### src/rtl/e_dec_conv.sv
// Converts a WORDS x 16-bit binary fraction to DIGITS decimal digits, MSD first.
// Each digit costs WORDS multiply-by-10 cycles plus one EMIT cycle held until digit_ready.
module e_dec_conv #(
  parameter int WORDS  = 32,
  parameter int DIGITS = 100
) (
  input  logic        clk,
  input  logic        rst,
  input  logic        start,
  input  logic [15:0] frac [0:WORDS-1],
  output logic        busy,
  output logic [3:0]  digit,
  output logic        digit_valid,
  input  logic        digit_ready,
  output logic [15:0] digit_idx,
  output logic        done
);

  localparam int WW = (WORDS > 1) ? $clog2(WORDS) : 1;
  localparam logic [WW-1:0] WLAST = WW'(WORDS - 1);
  localparam logic [15:0]   DLAST = 16'(DIGITS - 1);

  typedef enum logic [1:0] {IDLE, MUL, EMIT} state_t;

  state_t        state;
  logic [15:0]   buf_q [0:WORDS-1];
  logic [3:0]    carry;
  logic [WW-1:0] widx;
  logic [15:0]   dcnt;
  logic [19:0]   prod;

  // buf*10 + 9 < 10*2^16, so the top nibble is always a valid decimal carry
  assign prod = ({4'd0, buf_q[widx]} * 20'd10) + {16'd0, carry};
  assign digit_idx = dcnt;

  always_ff @(posedge clk) begin
    if (rst) begin
      state       <= IDLE;
      for (int k = 0; k < WORDS; k++) buf_q[k] <= '0;
      carry       <= '0;
      widx        <= '0;
      dcnt        <= '0;
      busy        <= 1'b0;
      digit       <= '0;
      digit_valid <= 1'b0;
      done        <= 1'b0;
    end else begin
      done <= 1'b0;
      case (state)
        IDLE: begin
          if (start) begin
            for (int k = 0; k < WORDS; k++) buf_q[k] <= frac[k];
            carry <= '0;
            widx  <= '0;
            dcnt  <= '0;
            busy  <= 1'b1;
            state <= MUL;
          end
        end
        MUL: begin
          buf_q[widx] <= prod[15:0];
          if (widx == WLAST) begin
            digit       <= prod[19:16];
            carry       <= '0;
            widx        <= '0;
            digit_valid <= 1'b1;
            state       <= EMIT;
          end else begin
            carry <= prod[19:16];
            widx  <= widx + WW'(1);
          end
        end
        EMIT: begin
          if (digit_ready) begin
            digit_valid <= 1'b0;
            if (dcnt == DLAST) begin
              done  <= 1'b1;
              busy  <= 1'b0;
              state <= IDLE;
            end else begin
              dcnt  <= dcnt + 16'd1;
              state <= MUL;
            end
          end
        end
        default: begin
          busy        <= 1'b0;
          digit_valid <= 1'b0;
          state       <= IDLE;
        end
      endcase
    end
  end

endmodule

### config.mk
export PLATFORM = sky130hd
export DESIGN_NAME = e_dec_conv
export DESIGN_NICKNAME = d
export VERILOG_FILES = /design/src/rtl/e_dec_conv.sv
export SDC_FILE = /design/constraint.sdc
export NUM_CORES = 1
export LEC_CHECK = 0
export CELL_PAD_IN_SITES_DETAIL_PLACEMENT = 1
export CELL_PAD_IN_SITES_GLOBAL_PLACEMENT = 2
export CORE_MARGIN = 3
export CORE_UTILIZATION = 38
export DETAILED_ROUTE_END_ITERATION = 8
export GPL_TIMING_DRIVEN = 0
export PLACE_DENSITY_LB_ADDON = 0.1
export SYNTH_ARGS = -nofsm -noshare
export SYNTH_HDL_FRONTEND = slang
export SYNTH_SLANG_ARGS = --single-unit
### constraint.sdc
create_clock -name clk -period 12 [get_ports clk]
set_clock_uncertainty 0.15 [all_clocks]
set_input_delay 3.6 -clock clk [delete_from_list [all_inputs] [get_ports clk]]
set_output_delay 3.6 -clock clk [all_outputs]
set_load 0.01 [all_outputs]
# Word level (Yosys, flattened, before mapping)
# Memories as Yosys holds them, arrays and structs flattened. A register that Yosys moved wholly into a read port is not among the register bits.
# Cells that the tools add are included.
dict set report op_classes {
  add_sub_neg 3
  multipliers 1
  eq_ne 9
  n_mux 69
  n_bitwise 36
  reduce_logical 11
}
# operator count
set op_table {}
lappend op_table {{16-bit 2-to-1 mux} 36}
lappend op_table {{1-bit OR} 32}
lappend op_table {{16-bit one-hot mux with 2 select lines} 1}
lappend op_table {{5-bit 2-to-1 mux} 5}
lappend op_table {{20-bit by 4-bit adder with 20-bit output} 1}
lappend op_table {{16-bit by 3-bit multiplier with 19-bit output (second input constant)} 1}
lappend op_table {{1-bit 2-to-1 mux} 17}
lappend op_table {{16-bit by 1-bit adder with 16-bit output (second input constant)} 1}
lappend op_table {{16-bit by 7-bit == test with 1-bit output (second input constant)} 1}
lappend op_table {{16-bit OR reduction} 1}
lappend op_table {{2-bit != test (second input constant)} 5}
lappend op_table {{5-bit one-hot mux with 2 select lines} 1}
lappend op_table {{4-bit 2-to-1 mux} 2}
lappend op_table {{4-bit one-hot mux with 2 select lines} 1}
lappend op_table {{4-bit AND reduction} 2}
lappend op_table {{2-bit 2-to-1 mux} 3}
lappend op_table {{1-bit one-hot mux with 3 select lines} 2}
lappend op_table {{2-bit one-hot mux with 3 select lines} 1}
lappend op_table {{3-bit AND reduction} 2}
lappend op_table {{5-bit by 1-bit adder with 5-bit output (second input constant)} 1}
lappend op_table {{5-bit == test (second input constant)} 1}
lappend op_table {{1-bit NOT} 4}
lappend op_table {{2-bit AND reduction} 2}
lappend op_table {{2-bit nonzero test} 2}
lappend op_table {{4 further kinds} 4}
dict set report totals {
  ff_bits 34
  ram_bits 512
  input_bits 516
  out_inout_bits 23
  word_cells 138
  mem_count 1
}
# memory words word_bits rd rd_clocked_by_memory_dff wr line
set mem_list {}
lappend mem_list {buf_q 32 16 1 1 32 26} ;# logic [15:0] buf_q [0:WORDS-1];

# Logic depth before layout (Yosys ltp)
dict set report logic_depth {
  depth_word 6
  mapped_depth 20
  depth_no_buf 15
}

# Worst setup path before layout
# No wires, ideal clock.
dict set report synth_path {
  path_type {flip-flop to flip-flop}
  from {reg with a tool-made name}
  to {mem buf_q[18][15] (data pin)}
  setup_ps 264
  arrival_ps 5515
  required_time_ps 11586
  setup_slack_ps 6071
  path_stages_with_launch 21
  n_path_buf 5
  period_less_slack_ps 5929
  cell_sequence {dfxtp_1 buf_2 clkbuf_1 buf_1 mux4_2 mux4_2 mux2i_1 inv_1 ha_1 ha_1 fa_1 a211oi_1 nor2_1 o31ai_1 nand2_1 nor4_1 and3_1 buf_2 xnor2_1 buf_2 o21ai_1}
}
# item line
set synth_rtl {}
lappend synth_rtl {{to (decl)} 26}

==> report_table.html <==
<table>
<tr><th>Metric</th><th>Value</th></tr>
<tr><th colspan="2">Status</th></tr>
<tr><td>Status</td><td>finished, final reports clean</td></tr>
<tr><th colspan="2">Place</th></tr>
<tr><td>Placed instance count</td><td>3893</td></tr>
<tr><td>Placed instance area</td><td>0.0353 mm^2</td></tr>
<tr><td>DPL Wire Length</td><td>101 mm</td></tr>
<tr><td>Last weighted congestion value of the routability-driven placer</td><td>0.955</td></tr>
<tr><td>IO buf count</td><td>537</td></tr>
<tr><th colspan="2">Die</th></tr>
<tr><td>Area of the placeable core</td><td>0.0746 mm^2</td></tr>
<tr><td>Starting density of the core</td><td>0.385</td></tr>
<tr><td>Die ar.</td><td>0.0788 mm^2</td></tr>
<tr><td>Die Ht</td><td>281 um</td></tr>
<tr><td>Die width</td><td>281 um</td></tr>
<tr><td>I/O Pins</td><td>539</td></tr>
<tr><td>Row count</td><td>100</td></tr>
<tr><th colspan="2">Global routing</th></tr>
<tr><td>Antenna violations before repair</td><td>15</td></tr>
<tr><td>Global Route met2 Usage</td><td>0.523</td></tr>
<tr><td>Residual overflow from global routing</td><td>0</td></tr>
<tr><td>Pin count of the biggest net entering global routing</td><td>17</td></tr>
<tr><td>Via count of the first global-routing pass</td><td>24900</td></tr>
<tr><td>Most utilized layer in the global route result</td><td>met2</td></tr>
<tr><td>Met3 usage in global routing</td><td>0.0505</td></tr>
<tr><td>Grt met1 use</td><td>0.421</td></tr>
<tr><td>Global-route total usage across every layer</td><td>0.315</td></tr>
<tr><td>First-pass GRT wire length</td><td>176 mm</td></tr>
<tr><th colspan="2">Layout</th></tr>
<tr><td>Layout cell share with drive strength beyond 1</td><td>0.0940</td></tr>
<tr><td>Fill cell count</td><td>7833</td></tr>
<tr><td>Layout Nets</td><td>3542</td></tr>
<tr><td>Finished Layout Cells</td><td>4002</td></tr>
<tr><td>Layout overhead on the synthesized area</td><td>30.1%</td></tr>
<tr><td>Area of all placed cells without fillers</td><td>0.0373 mm^2</td></tr>
<tr><th colspan="2">Yosys</th></tr>
<tr><td>Sequential element share of the synthesized area</td><td>0.563</td></tr>
<tr><td>Most numerous cell in the Yosys netlist</td><td>sky130_fd_sc_hd__edfxtp_1</td></tr>
<tr><td>Number of synthesized flops with an enable pin</td><td>512</td></tr>
<tr><td>Share of async-settable or async-resettable flops after synthesis</td><td>0</td></tr>
<tr><td>Most instantiated cells after synthesis</td><td>sky130_fd_sc_hd__edfxtp_1 (512), sky130_fd_sc_hd__o21ai_0 (492), sky130_fd_sc_hd__nand2_1 (378)</td></tr>
<tr><td>FF+latch count, synth</td><td>551</td></tr>
<tr><td>Yosys warns</td><td>0</td></tr>
<tr><td>Most frequently used flop master after synthesis</td><td>sky130_fd_sc_hd__edfxtp_1</td></tr>
<tr><td>Top cell type by total area after synthesis</td><td>sky130_fd_sc_hd__edfxtp_1</td></tr>
<tr><td>Mean instance size in the synthesized netlist</td><td>12.0 um^2</td></tr>
<tr><td>Post-Synthesis Net Count</td><td>2940</td></tr>
<tr><td>Count of cell types in the netlist</td><td>66</td></tr>
<tr><td>Netlist area before placement</td><td>0.0287 mm^2</td></tr>
<tr><td>Synthesized netlist cell count</td><td>2385</td></tr>
<tr><td>Top-area cell type share of the netlist area</td><td>0.536</td></tr>
<tr><td>Largest cells by area after synthesis</td><td>sky130_fd_sc_hd__edfxtp_1 (54%), sky130_fd_sc_hd__mux4_2 (12%), sky130_fd_sc_hd__o21ai_0 (8.6%), sky130_fd_sc_hd__nand3b_1 (6.0%), sky130_fd_sc_hd__nand2_1 (4.9%)</td></tr>
<tr><th colspan="2">Routing</th></tr>
<tr><td>Violation count after the first detailed-route iteration</td><td>2951</td></tr>
<tr><td>Average via count per standard cell</td><td>6.03</td></tr>
<tr><td>Total iterations of the first detailed-routing run</td><td>6</td></tr>
<tr><td>DR vias</td><td>24100</td></tr>
<tr><td>Remaining antenna violation count</td><td>0</td></tr>
<tr><td>Overall routed net length</td><td>128 mm</td></tr>
<tr><td>Routed wire per std cell</td><td>32.0 um</td></tr>
<tr><td>Post-detailed-route DRC marker count</td><td>0</td></tr>
<tr><th colspan="2">Power</th></tr>
<tr><td>Peak ir drop on the vdd network</td><td>0.0994 mV</td></tr>
<tr><td>Lkg Pwr</td><td>12.8 nW</td></tr>
<tr><td>P per Cell Area</td><td>152 mW/mm^2</td></tr>
<tr><th colspan="2">Critical path</th></tr>
<tr><td>Critical Path Source Type</td><td>register</td></tr>
<tr><td>Arrival time of the worst setup path</td><td>8.91 ns</td></tr>
<tr><td>Critical Setup Path Class</td><td>register to register</td></tr>
<tr><td>CP Data Required Time</td><td>12.18 ns</td></tr>
<tr><td>Crit. End Element</td><td>register</td></tr>
<tr><td>Crit Path Max Fanout</td><td>10</td></tr>
<tr><th colspan="2">STA</th></tr>
<tr><td>Highest achievable clock rate</td><td>115 MHz</td></tr>
<tr><td>Count of endpoints failing setup in the final report</td><td>0</td></tr>
<tr><td>Pins Over Slew Limit</td><td>0</td></tr>
<tr><td>Setup TNS</td><td>0 ns</td></tr>
<tr><td>Final clock period utilization by the worst path</td><td>0.727</td></tr>
<tr><td>Shortest period the worst path allows</td><td>8.73 ns</td></tr>
<tr><td>Fin. Hold Viols</td><td>0</td></tr>
<tr><td>Slew at the pin closest to its max-slew limit</td><td>1.25 ns</td></tr>
<tr><td>RSZ-0062 raised after global routing</td><td>false</td></tr>
<tr><td>Post-Route Hold Slack</td><td>0.360 ns</td></tr>
<tr><td>Relative slew slack</td><td>0.167</td></tr>
<tr><th colspan="2">CTS</th></tr>
<tr><td>Number of CTS-inserted buffers</td><td>60</td></tr>
<tr><td>Post-cts resize count</td><td>0</td></tr>
<tr><td>Skew-Pair Late Insertion Delay</td><td>0.63 ns</td></tr>
<tr><td>Number of hold-repair buffers added at the cts stage</td><td>0</td></tr>
<tr><td>Number of H-tree levels</td><td>2</td></tr>
<tr><td>Clock root buffer master</td><td>sky130_fd_sc_hd__clkbuf_16</td></tr>
<tr><td>Number of clock sinks seen by CTS</td><td>551</td></tr>
<tr><td>Worst-path clk slew</td><td>0.07 ns</td></tr>
<tr><td>Clock Path Buffers</td><td>3</td></tr>
<tr><td>CTS tree</td><td>built</td></tr>
<tr><td>Post-CTS Setup Bufs</td><td>0</td></tr>
<tr><th colspan="2">Run</th></tr>
<tr><td>Reported max-cap violation count</td><td>0</td></tr>
<tr><th colspan="2">Worst hold path</th></tr>
<tr><td>Path class of the lowest-slack min-delay path</td><td>register to register</td></tr>
</table>
## power breakdown
part | switching (mW) | internal [mW] | leakage [nW] | total (mW)
clock network | 0.797 | 1.13 | 0.987 | 1.93
logic | 0.942 | 0.453 | 6.03 | 1.40
registers | 0.0574 | 2.28 | 5.82 | 2.34
total | 1.80 | 3.87 | 12.8 | 5.66
## registers in the layout, indices dropped and copies added, names as in the netlist, named ones only
name,cells
buf_q,512
digit_idx,16
widx,5
carry,4
digit,4
state,2
busy,1
digit_valid,1
done,1
## critical path, stage by stage, from the launching register on
cell and delay (ns):
sky130_fd_sc_hd__dfxtp_1 0.58, sky130_fd_sc_hd__buf_2 0.40, sky130_fd_sc_hd__clkbuf_1 0.52, sky130_fd_sc_hd__clkbuf_1 0.92, sky130_fd_sc_hd__mux4_2 0.48, sky130_fd_sc_hd__mux4_2 0.52
sky130_fd_sc_hd__mux2i_1 0.34, sky130_fd_sc_hd__inv_1 0.15, sky130_fd_sc_hd__ha_1 0.33, sky130_fd_sc_hd__ha_1 0.22, sky130_fd_sc_hd__fa_1 0.50, sky130_fd_sc_hd__a211oi_1 0.26
sky130_fd_sc_hd__nor2_1 0.11, sky130_fd_sc_hd__o31ai_1 0.41, sky130_fd_sc_hd__nand2_1 0.24, sky130_fd_sc_hd__nor4b_2 0.52, sky130_fd_sc_hd__nand3b_1 0.15, sky130_fd_sc_hd__xnor2_1 0.82
sky130_fd_sc_hd__clkbuf_1 0.55, sky130_fd_sc_hd__o21ai_0 0.21
## per-stage QoR
step / setup WS, ns / utilization / power, mW
4_1_cts: 3.27 / 0.500 / 5.64
3_5_place_dp: 3.31 / 0.473 / 3.73
2_1_floorplan: 6.07 / - / 2.97
6_report: 3.27 / 0.500 / 5.66
3_3_place_gp: 3.43 / 0.473 / 3.71
5_1_grt: 3.08 / 0.500 / 5.80
## area by class of cell
type                    instances  area, um^2  area share
flip-flops and latches        551       16200       0.433
inverters                      14        52.6     0.00141
diodes                          2        5.00    0.000134
multi-input cells            1598       11600       0.312
well taps                     969        1210      0.0325
clock inverters                33         390      0.0105
repair buffers                540        5410       0.145
plain buffers                 222         845      0.0226
clock buffers                  73        1600      0.0429
## kinds of logic (layout without fill, tap and decap cells)
kind of cell,after synthesis,after routing,synth area share
AO/OA/AOI/OAI,602,602,0.111
XOR/XNOR,34,34,0.0106
adder cells (fa/ha/maj),39,39,0.0175
buffers and inverters,236,882,0.0313
flip-flops,551,551,0.563
multiplexers,177,177,0.130
other,0,2,0
AND/OR/NAND/NOR,746,746,0.136
## final timing paths
| check | to | slack [ns] | depth (start not counted) | startpoint |
|---|---|---|---|---|
| max reg2reg | buf_q[5][14]$_DFFE_PP_ | 3.27 | 19 | register |
| min | digit_idx[1]$_SDFFE_PP0P_ | 0.36 | 2 | digit_idx[1]$_SDFFE_PP0P_ |
| min reg2reg | digit_idx[1]$_SDFFE_PP0P_ | 0.36 | 2 | digit_idx[1]$_SDFFE_PP0P_ |
| max | buf_q[5][14]$_DFFE_PP_ | 3.27 | 19 | register |
## layer usage
metal / vias up / wire length (um)
li1: 10200 / -
met1: 12500 / 51700
met5: - / 27
met4: 4 / 4770
met2: 1193 / 61200
met3: 200 / 10200
## cells in the final DEF (no fill, tap or decap), types with 5 or more instances in the layout
cell                              instances
sky130_fd_sc_hd__clkdlybuf4s50_1        537
sky130_fd_sc_hd__xor2_1                  15
sky130_fd_sc_hd__bufinv_16                9
sky130_fd_sc_hd__buf_1                   15
sky130_fd_sc_hd__buf_2                    9
sky130_fd_sc_hd__clkbuf_1               207
sky130_fd_sc_hd__dfxtp_1                 39
sky130_fd_sc_hd__and3_1                   7
sky130_fd_sc_hd__nor3_1                  11
sky130_fd_sc_hd__nand2b_1                 5
sky130_fd_sc_hd__inv_1                   13
sky130_fd_sc_hd__nand2_1                378
sky130_fd_sc_hd__ha_1                    37
sky130_fd_sc_hd__nand4_1                  9
sky130_fd_sc_hd__o21ai_1                 33
sky130_fd_sc_hd__a21o_1                   9
sky130_fd_sc_hd__mux2_2                  14
sky130_fd_sc_hd__nand3b_1               231
sky130_fd_sc_hd__edfxtp_1               512
sky130_fd_sc_hd__a211oi_1                 9
sky130_fd_sc_hd__nor2_1                  50
sky130_fd_sc_hd__o21ai_0                492
sky130_fd_sc_hd__mux4_2                 156
sky130_fd_sc_hd__xnor2_1                 18
sky130_fd_sc_hd__a21oi_1                 22
sky130_fd_sc_hd__clkinv_2                14
sky130_fd_sc_hd__mux2i_1                  7
sky130_fd_sc_hd__and2_1                   6
sky130_fd_sc_hd__nand3_1                 13
sky130_fd_sc_hd__nor2b_1                  6
sky130_fd_sc_hd__or3_1                    6
sky130_fd_sc_hd__clkbuf_16               61
sky130_fd_sc_hd__o211ai_1                 6
sky130_fd_sc_hd__clkinv_1                10
No activity file was read; power rests on OpenSTA's default activity.
